==> config.mk <==
export PLATFORM = sky130hd
export DESIGN_NAME = ahb_sram_slave
export DESIGN_NICKNAME = d
export VERILOG_FILES = /design/src/rtl/ahb_pkg.sv /design/src/rtl/ahb_bytelane_mem.sv /design/src/rtl/ahb_sram_slave.sv
export SDC_FILE = /design/constraint.sdc
export NUM_CORES = 1
export LEC_CHECK = 0
export CORE_ASPECT_RATIO = 0.75
export CORE_UTILIZATION = 40
export DETAILED_ROUTE_END_ITERATION = 7
export PLACE_DENSITY = 0.67
export SETUP_SLACK_MARGIN = 0.4
export SLEW_MARGIN = 20
export SYNTH_ARGS = -nofsm -noshare
export SYNTH_HDL_FRONTEND = slang
export SYNTH_SLANG_ARGS = --single-unit
==> constraint.sdc <==
create_clock -name HCLK -period 55.3 [get_ports HCLK]
set_input_delay 11.06 -clock HCLK [delete_from_list [all_inputs] [get_ports HCLK]]
set_output_delay 11.06 -clock HCLK [all_outputs]
set_load 0.03 [all_outputs]
==> src/rtl/ahb_pkg.sv <==
// Shared AHB-Lite encodings and the SRAM slave state enumeration.
// Also holds the byte-lane mask helper used by the write path.
package ahb_pkg;

    localparam logic [1:0] HTRANS_IDLE   = 2'b00;
    localparam logic [1:0] HTRANS_BUSY   = 2'b01;
    localparam logic [1:0] HTRANS_NONSEQ = 2'b10;
    localparam logic [1:0] HTRANS_SEQ    = 2'b11;

    localparam logic [1:0] HRESP_OKAY  = 2'b00;
    localparam logic [1:0] HRESP_ERROR = 2'b01;

    localparam logic [2:0] HSIZE_BYTE = 3'b000;
    localparam logic [2:0] HSIZE_HALF = 3'b001;
    localparam logic [2:0] HSIZE_WORD = 3'b010;

    typedef enum logic [2:0] {
        ST_IDLE,
        ST_WAIT,
        ST_DATA,
        ST_ERR1,
        ST_ERR2
    } slave_state_t;

    // Little-endian lane selection; sizes above word never reach the write path.
    function automatic logic [3:0] lane_mask(input logic [2:0] size, input logic [1:0] offset);
        logic [3:0] mask;
        case (size)
            HSIZE_BYTE: mask = 4'b0001 << offset;
            HSIZE_HALF: mask = offset[1] ? 4'b1100 : 4'b0011;
            default:    mask = 4'b1111;
        endcase
        return mask;
    endfunction

endpackage

==> src/rtl/ahb_bytelane_mem.sv <==
// DEPTH x 32 storage with per-byte write enables, asynchronous read
// and asynchronous clear of every word.
module ahb_bytelane_mem #(
    parameter int DEPTH = 16,
    localparam int AW = $clog2(DEPTH)
) (
    input  logic          clk,
    input  logic          rst,
    input  logic [3:0]    we,
    input  logic [AW-1:0] addr,
    input  logic [31:0]   wdata,
    output logic [31:0]   rdata
);

    logic [31:0] mem_reg [DEPTH];

    always_ff @(posedge clk or posedge rst) begin
        if (rst) begin
            for (int i = 0; i < DEPTH; i++) begin
                mem_reg[i] <= '0;
            end
        end else begin
            for (int l = 0; l < 4; l++) begin
                if (we[l]) begin
                    mem_reg[addr][8*l +: 8] <= wdata[8*l +: 8];
                end
            end
        end
    end

    assign rdata = mem_reg[addr];

endmodule

==> src/rtl/ahb_sram_slave.sv <==
// AHB-Lite SRAM slave: configurable wait states, two-cycle ERROR response
// for out-of-range or misaligned transfers, byte-lane writes.
module ahb_sram_slave
    import ahb_pkg::*;
#(
    parameter int DEPTH       = 16,
    parameter int WAIT_STATES = 1
) (
    input  logic        HCLK,
    input  logic        HRESET,
    input  logic        HSEL,
    input  logic [31:0] HADDR,
    input  logic [1:0]  HTRANS,
    input  logic        HWRITE,
    input  logic [2:0]  HSIZE,
    input  logic [2:0]  HBURST,
    input  logic [3:0]  HPROT,
    input  logic [31:0] HWDATA,
    input  logic        HREADY,
    output logic        HREADYOUT,
    output logic [1:0]  HRESP,
    output logic [31:0] HRDATA
);

    localparam int          AW        = $clog2(DEPTH);
    localparam logic [12:0] LIMIT     = 13'(DEPTH * 4);
    localparam logic [1:0]  WAIT_LOAD = 2'(WAIT_STATES);

    slave_state_t  state_reg, state_next;
    logic [1:0]    wait_cnt_reg, wait_cnt_next;
    logic [AW+1:0] addr_reg;
    logic          write_reg;
    logic [2:0]    size_reg;

    logic          ready_state;
    logic          accept;
    logic          addr_err;
    logic [3:0]    mem_we;
    logic [31:0]   mem_rdata;

    logic          unused_ok;
    assign unused_ok = ^{HBURST, HPROT, HADDR[31:12]};

    // Only states that present HREADYOUT=1 can take a new address phase.
    assign ready_state = (state_reg == ST_IDLE) || (state_reg == ST_DATA) || (state_reg == ST_ERR2);
    assign accept = HSEL && HREADY && ready_state &&
                    ((HTRANS == HTRANS_NONSEQ) || (HTRANS == HTRANS_SEQ));

    assign addr_err = ({1'b0, HADDR[11:0]} >= LIMIT) ||
                      (HSIZE > HSIZE_WORD) ||
                      ((HSIZE == HSIZE_HALF) && HADDR[0]) ||
                      ((HSIZE == HSIZE_WORD) && (HADDR[1:0] != 2'b00));

    always_ff @(posedge HCLK or posedge HRESET) begin
        if (HRESET) begin
            state_reg    <= ST_IDLE;
            wait_cnt_reg <= '0;
        end else begin
            state_reg    <= state_next;
            wait_cnt_reg <= wait_cnt_next;
        end
    end

    always_comb begin
        state_next    = state_reg;
        wait_cnt_next = wait_cnt_reg;
        case (state_reg)
            ST_WAIT: begin
                wait_cnt_next = wait_cnt_reg - 2'd1;
                if (wait_cnt_reg <= 2'd1) begin
                    state_next = ST_DATA;
                end
            end
            ST_ERR1: state_next = ST_ERR2;
            default: begin
                state_next    = ST_IDLE;
                wait_cnt_next = '0;
                if (accept) begin
                    if (addr_err) begin
                        state_next = ST_ERR1;
                    end else if (WAIT_STATES > 0) begin
                        state_next    = ST_WAIT;
                        wait_cnt_next = WAIT_LOAD;
                    end else begin
                        state_next = ST_DATA;
                    end
                end
            end
        endcase
    end

    always_comb begin
        HREADYOUT = ready_state;
        HRESP     = ((state_reg == ST_ERR1) || (state_reg == ST_ERR2)) ? HRESP_ERROR : HRESP_OKAY;
        HRDATA    = ((state_reg == ST_DATA) && !write_reg) ? mem_rdata : 32'h0;
    end

    always_ff @(posedge HCLK or posedge HRESET) begin
        if (HRESET) begin
            addr_reg  <= '0;
            write_reg <= 1'b0;
            size_reg  <= HSIZE_BYTE;
        end else if (accept) begin
            addr_reg  <= HADDR[AW+1:0];
            write_reg <= HWRITE;
            size_reg  <= HSIZE;
        end
    end

    // Errored transfers never reach ST_DATA, so they cannot write.
    assign mem_we = ((state_reg == ST_DATA) && write_reg) ? lane_mask(size_reg, addr_reg[1:0]) : 4'b0000;

    ahb_bytelane_mem #(
        .DEPTH (DEPTH)
    ) u_mem (
        .clk   (HCLK),
        .rst   (HRESET),
        .we    (mem_we),
        .addr  (addr_reg[AW+1:2]),
        .wdata (HWDATA),
        .rdata (mem_rdata)
    );

endmodule

==> Flow_metrics.wiki <==
{| class="wikitable"
! Metric !! Value
|-
| PostCTS Resize Cnt || 0
|-
| Die outline width || 287 um
|-
| Maximum ir drop on the vdd rail || 0.0186 mV
|-
| Worst-skew pair later-pin latency || about 0.6 ns
|-
| Net count of the mapped netlist || 1,587
|-
| # hold bufs at CTS || 0
|-
| Pwr per Cell Area || 37.9 nW/um2
|-
| Maximum number of pins on one net before global-route repair || around 190
|-
| Warning count from the yosys run || 0
|-
| Post-route clock period utilization || 0.278
|-
| Maximum achievable frequency || 65.1 MHz
|-
| Fin nets || ~1,600
|-
| Max-Slew Margin vs Limit || 0.244
|-
| Share of the yosys chip area belonging to registers || 0.543
|-
| Vias in the first global route || ~14,000
|-
| Worst setup EP type || primary output
|-
| CP Max Fanout || 48
|-
| Core footprint || slightly below 60,000 um2
|-
| Total length of routed met2 wires || around 26,000 um
|-
| Share of synthesized registers carrying an async set or reset || 1.00
|-
| Clock transition at the registers of the reported paths || ~0.060 ns
|-
| Number of flip-flops under the largest register name || around 510
|-
| Final weighted congestion of routability-driven global placement || between 0.7 and 0.8
|-
| Number of different library cells in the post-synthesis netlist || 45
|-
| Congestion Overflow GR || 0
|-
| DRT Pass-1 Iters || 5
|-
| CP arrival || about 4.3 ns
|-
| Via total after detailed routing || approximately 13,000
|-
| Post-Layout Inst Area || about 27,000 um2
|-
| Per-cell via count in the routed design || 5.66
|-
| Setup repair after global routing missed its margin || false
|-
| Critical path required time || ~44 ns
|-
| CTS buffer count || 52
|-
| Area added between synthesis and finish || 13.1%
|-
| Antenna-violating nets left || 0
|-
| Count of flip-flops with a built-in enable after synthesis || 0
|-
| Starting Density || 0.409
|-
| Fin crit period || approximately 15 ns
|-
| Site row count || 77
|-
| Total power || ~1000 uW
|-
| Wire per inst || 23.5 um
|-
| Sum of routed wire length over all layers || between 50,000 and 60,000 um
|-
| CTS root buffer || sky130_fd_sc_hd__clkbuf_16
|-
| Vert. Die Dim || between 200 and 250 um
|-
| Crit path max-delay cell type || sky130_fd_sc_hd__dfrtp_4
|-
| Total length of routed met3 wires || between 2000 and 3000 um
|-
| Max-cap check violation count || 0
|-
| Clock skew || about 0.013 ns
|-
| Synthesized area per cell || 16.1 um2
|-
| Setup TNS after final layout || 0 ns
|-
| Start-to-end type of the worst setup path || reg -> out
|-
| Max incr delay on CP || between 1 and 1.5 ns
|-
| Maximum count of clock buffers along a single path || 3
|-
| Uppermost signal routing layer after detailed routing || met5
|-
| Startpoint types || register
|-
| Static leakage || around 0.011 uW
|-
| Post-route DRC violation count || 0
|-
| Fraction of final layout cells sized beyond drive strength 1 || 0.511
|-
| Wire length of the first global-routing pass || between 80,000 and 90,000 um
|-
| Placed Area || 25,800 um2
|-
| Port-buffer cells || 86
|-
| Antenna violations before repair || 1
|-
| Netlist area before placement || ~24,000 um2
|-
| Cell count after synthesis || about 1,500
|-
| Worst hold-check path type || reg -> reg
|-
| Aggregate global-route resource usage || 0.185
|-
| Number of pins with negative max-slew slack in the final report || 0
|-
| Status || finished clean
|-
| TritonCTS clock tree || done
|-
| Transition time of the tightest slew-check pin || ~1.1 ns
|-
| Die Outline Area || 61,700 um2
|-
| Crit-path cells || buf_4, mux4_2, a22oi_1, nand2_1, clkdlybuf4s50_1
|-
| Final Setup Violations || 0
|-
| Antenna cells || 0
|-
| CTS H-Tree Depth || 2
|-
| Predominant post-synthesis flop cell || sky130_fd_sc_hd__dfrtp_1
|-
| I/O pin cnt || 116
|-
| Total setup buffers inserted after CTS || 0
|-
| Number of hold violations in the final report || 0
|-
| Sink Count || between 500 and 600
|-
| First-iteration detailed-routing DRC count || approximately 930
|-
| Seq cells post-synth || 527
|-
| Estimated wirelength of the detail-placed design || 35,200 um
|-
| Met1 layer wirelength in the final routing || between 20,000 and 30,000 um
|}
kinds of logic after synthesis:
group / after synthesis / synth area share
simple gates: 130 / 0.0448
flops: 527 / 0.543
other cells: 1 / 0.000154
buf+inv: 118 / 0.0250
fa+ha+maj: 1 / 0.000515
mux: 648 / 0.362
xor+xnor: 1 / 0.000361
compound gates: 79 / 0.0240
power breakdown:
part           switching (uW)  internal, uW
Sequential               41.3           452
Combinational            84.4           119
Clock                     152           193
Total                     278           764
Yosys cell counts (2+ instances only):
cell                       number  area, um2
sky130_fd_sc_hd__a22o_1         2       17.5
sky130_fd_sc_hd__a22oi_1       64        480
sky130_fd_sc_hd__and3_1        16        100
sky130_fd_sc_hd__buf_2         53        265
sky130_fd_sc_hd__buf_4          8       60.1
sky130_fd_sc_hd__buf_6          6       67.6
sky130_fd_sc_hd__buf_8          2       30.0
sky130_fd_sc_hd__clkbuf_1      42        158
sky130_fd_sc_hd__dfrtp_1      527      13200
sky130_fd_sc_hd__inv_1          6       22.5
sky130_fd_sc_hd__mux2_2       504       5680
sky130_fd_sc_hd__mux2_4        16        240
sky130_fd_sc_hd__mux4_2       128       2880
sky130_fd_sc_hd__nand2_1       36        135
sky130_fd_sc_hd__nand2b_1       2       12.5
sky130_fd_sc_hd__nand3_1        2       10.0
sky130_fd_sc_hd__nand3_2       25        250
sky130_fd_sc_hd__nand3_4       20        350
sky130_fd_sc_hd__nor2_1         8       30.0
sky130_fd_sc_hd__nor2b_1        4       25.0
sky130_fd_sc_hd__nor3_2         5       50.1
sky130_fd_sc_hd__o21a_1         2       15.0
sky130_fd_sc_hd__o21ai_0        4       20.0
sky130_fd_sc_hd__o21ai_2        2       17.5
routing by layer:
metal | up-vias | global-route usage
li1 | 5814 | -
met1 | 7367 | 0.274
met2 | 245 | 0.281
met3 | 71 | 0.0341
met4 | 2 | 0.0471
met5 | - | 0
area by class of cell:
cell class / count / area [um2]
clock buffers: 82 / 1560
clock inverters: 13 / 86.3
fillers: 5064 / 32000
inverters: 6 / 30.0
multi-input cells: 860 / 10500
flip-flops and latches: 527 / 13200
well taps: 790 / 988
repair buffers: 108 / 1070
worst paths after layout:
check	start	endpoint	slack (ns)	cells after the start
hold / removal	u_mem.mem_reg[390]$_DFFE_PP0P_	u_mem.mem_reg[390]$_DFFE_PP0P_	0.50	1
min in group asynchronous	HRESET	u_mem.mem_reg[302]$_DFFE_PP0P_	11.07	2
setup / recovery	addr_reg[2]$_DFFE_PP0P_	HRDATA[27]	39.93	5
hold reg to reg	u_mem.mem_reg[390]$_DFFE_PP0P_	u_mem.mem_reg[390]$_DFFE_PP0P_	0.50	1
setup reg to reg	addr_reg[2]$_DFFE_PP0P_	u_mem.mem_reg[270]$_DFFE_PP0P_	51.41	4
max in group asynchronous	HRESET	u_mem.mem_reg[67]$_DFFE_PP0P_	41.94	4
layout by cell type (no fill, tap or decap), types with 7 or more instances in the layout:
cell type / synthesis / routed
sky130_fd_sc_hd__nand3_4: 20 / 20
sky130_fd_sc_hd__and3_1: 16 / 16
sky130_fd_sc_hd__clkbuf_1: 42 / 17
sky130_fd_sc_hd__clkinv_2: 0 / 7
sky130_fd_sc_hd__clkbuf_16: 0 / 53
sky130_fd_sc_hd__dfrtp_1: 527 / 524
sky130_fd_sc_hd__clkdlybuf4s50_1: 0 / 86
sky130_fd_sc_hd__mux2_2: 504 / 504
sky130_fd_sc_hd__mux4_2: 128 / 128
sky130_fd_sc_hd__a22oi_1: 64 / 64
sky130_fd_sc_hd__nand3_2: 25 / 25
sky130_fd_sc_hd__clkbuf_8: 0 / 12
sky130_fd_sc_hd__buf_4: 8 / 18
sky130_fd_sc_hd__mux2_4: 16 / 16
sky130_fd_sc_hd__nand2_1: 36 / 36
critical path, delay by kind of cell (launching register included):
kind | cells | cell delay (ns)
buf+inv | 2 | 1.47
flops | 1 | 1.02
mux | 1 | 0.64
compound gates | 1 | 0.32
simple gates | 1 | 0.18
through the flow:
| step | cells | worst slack [ns] | hold WS, ns | util |
|---|---|---|---|---|
| 4_1_cts | 2385 | 39.81 | 0.500 | 0.461 |
| 5_1_grt | 2386 | 39.67 | 0.509 | 0.462 |
| 3_3_place_gp | 2289 | 40.48 | 0.481 | 0.434 |
| 6_report | 2386 | 39.93 | 0.498 | 0.462 |
| 2_1_floorplan | 1505 | 29.51 | 0.474 | - |
| 3_5_place_dp | 2290 | 40.47 | 0.487 | 0.434 |
(Power assumes the default switching activity.)
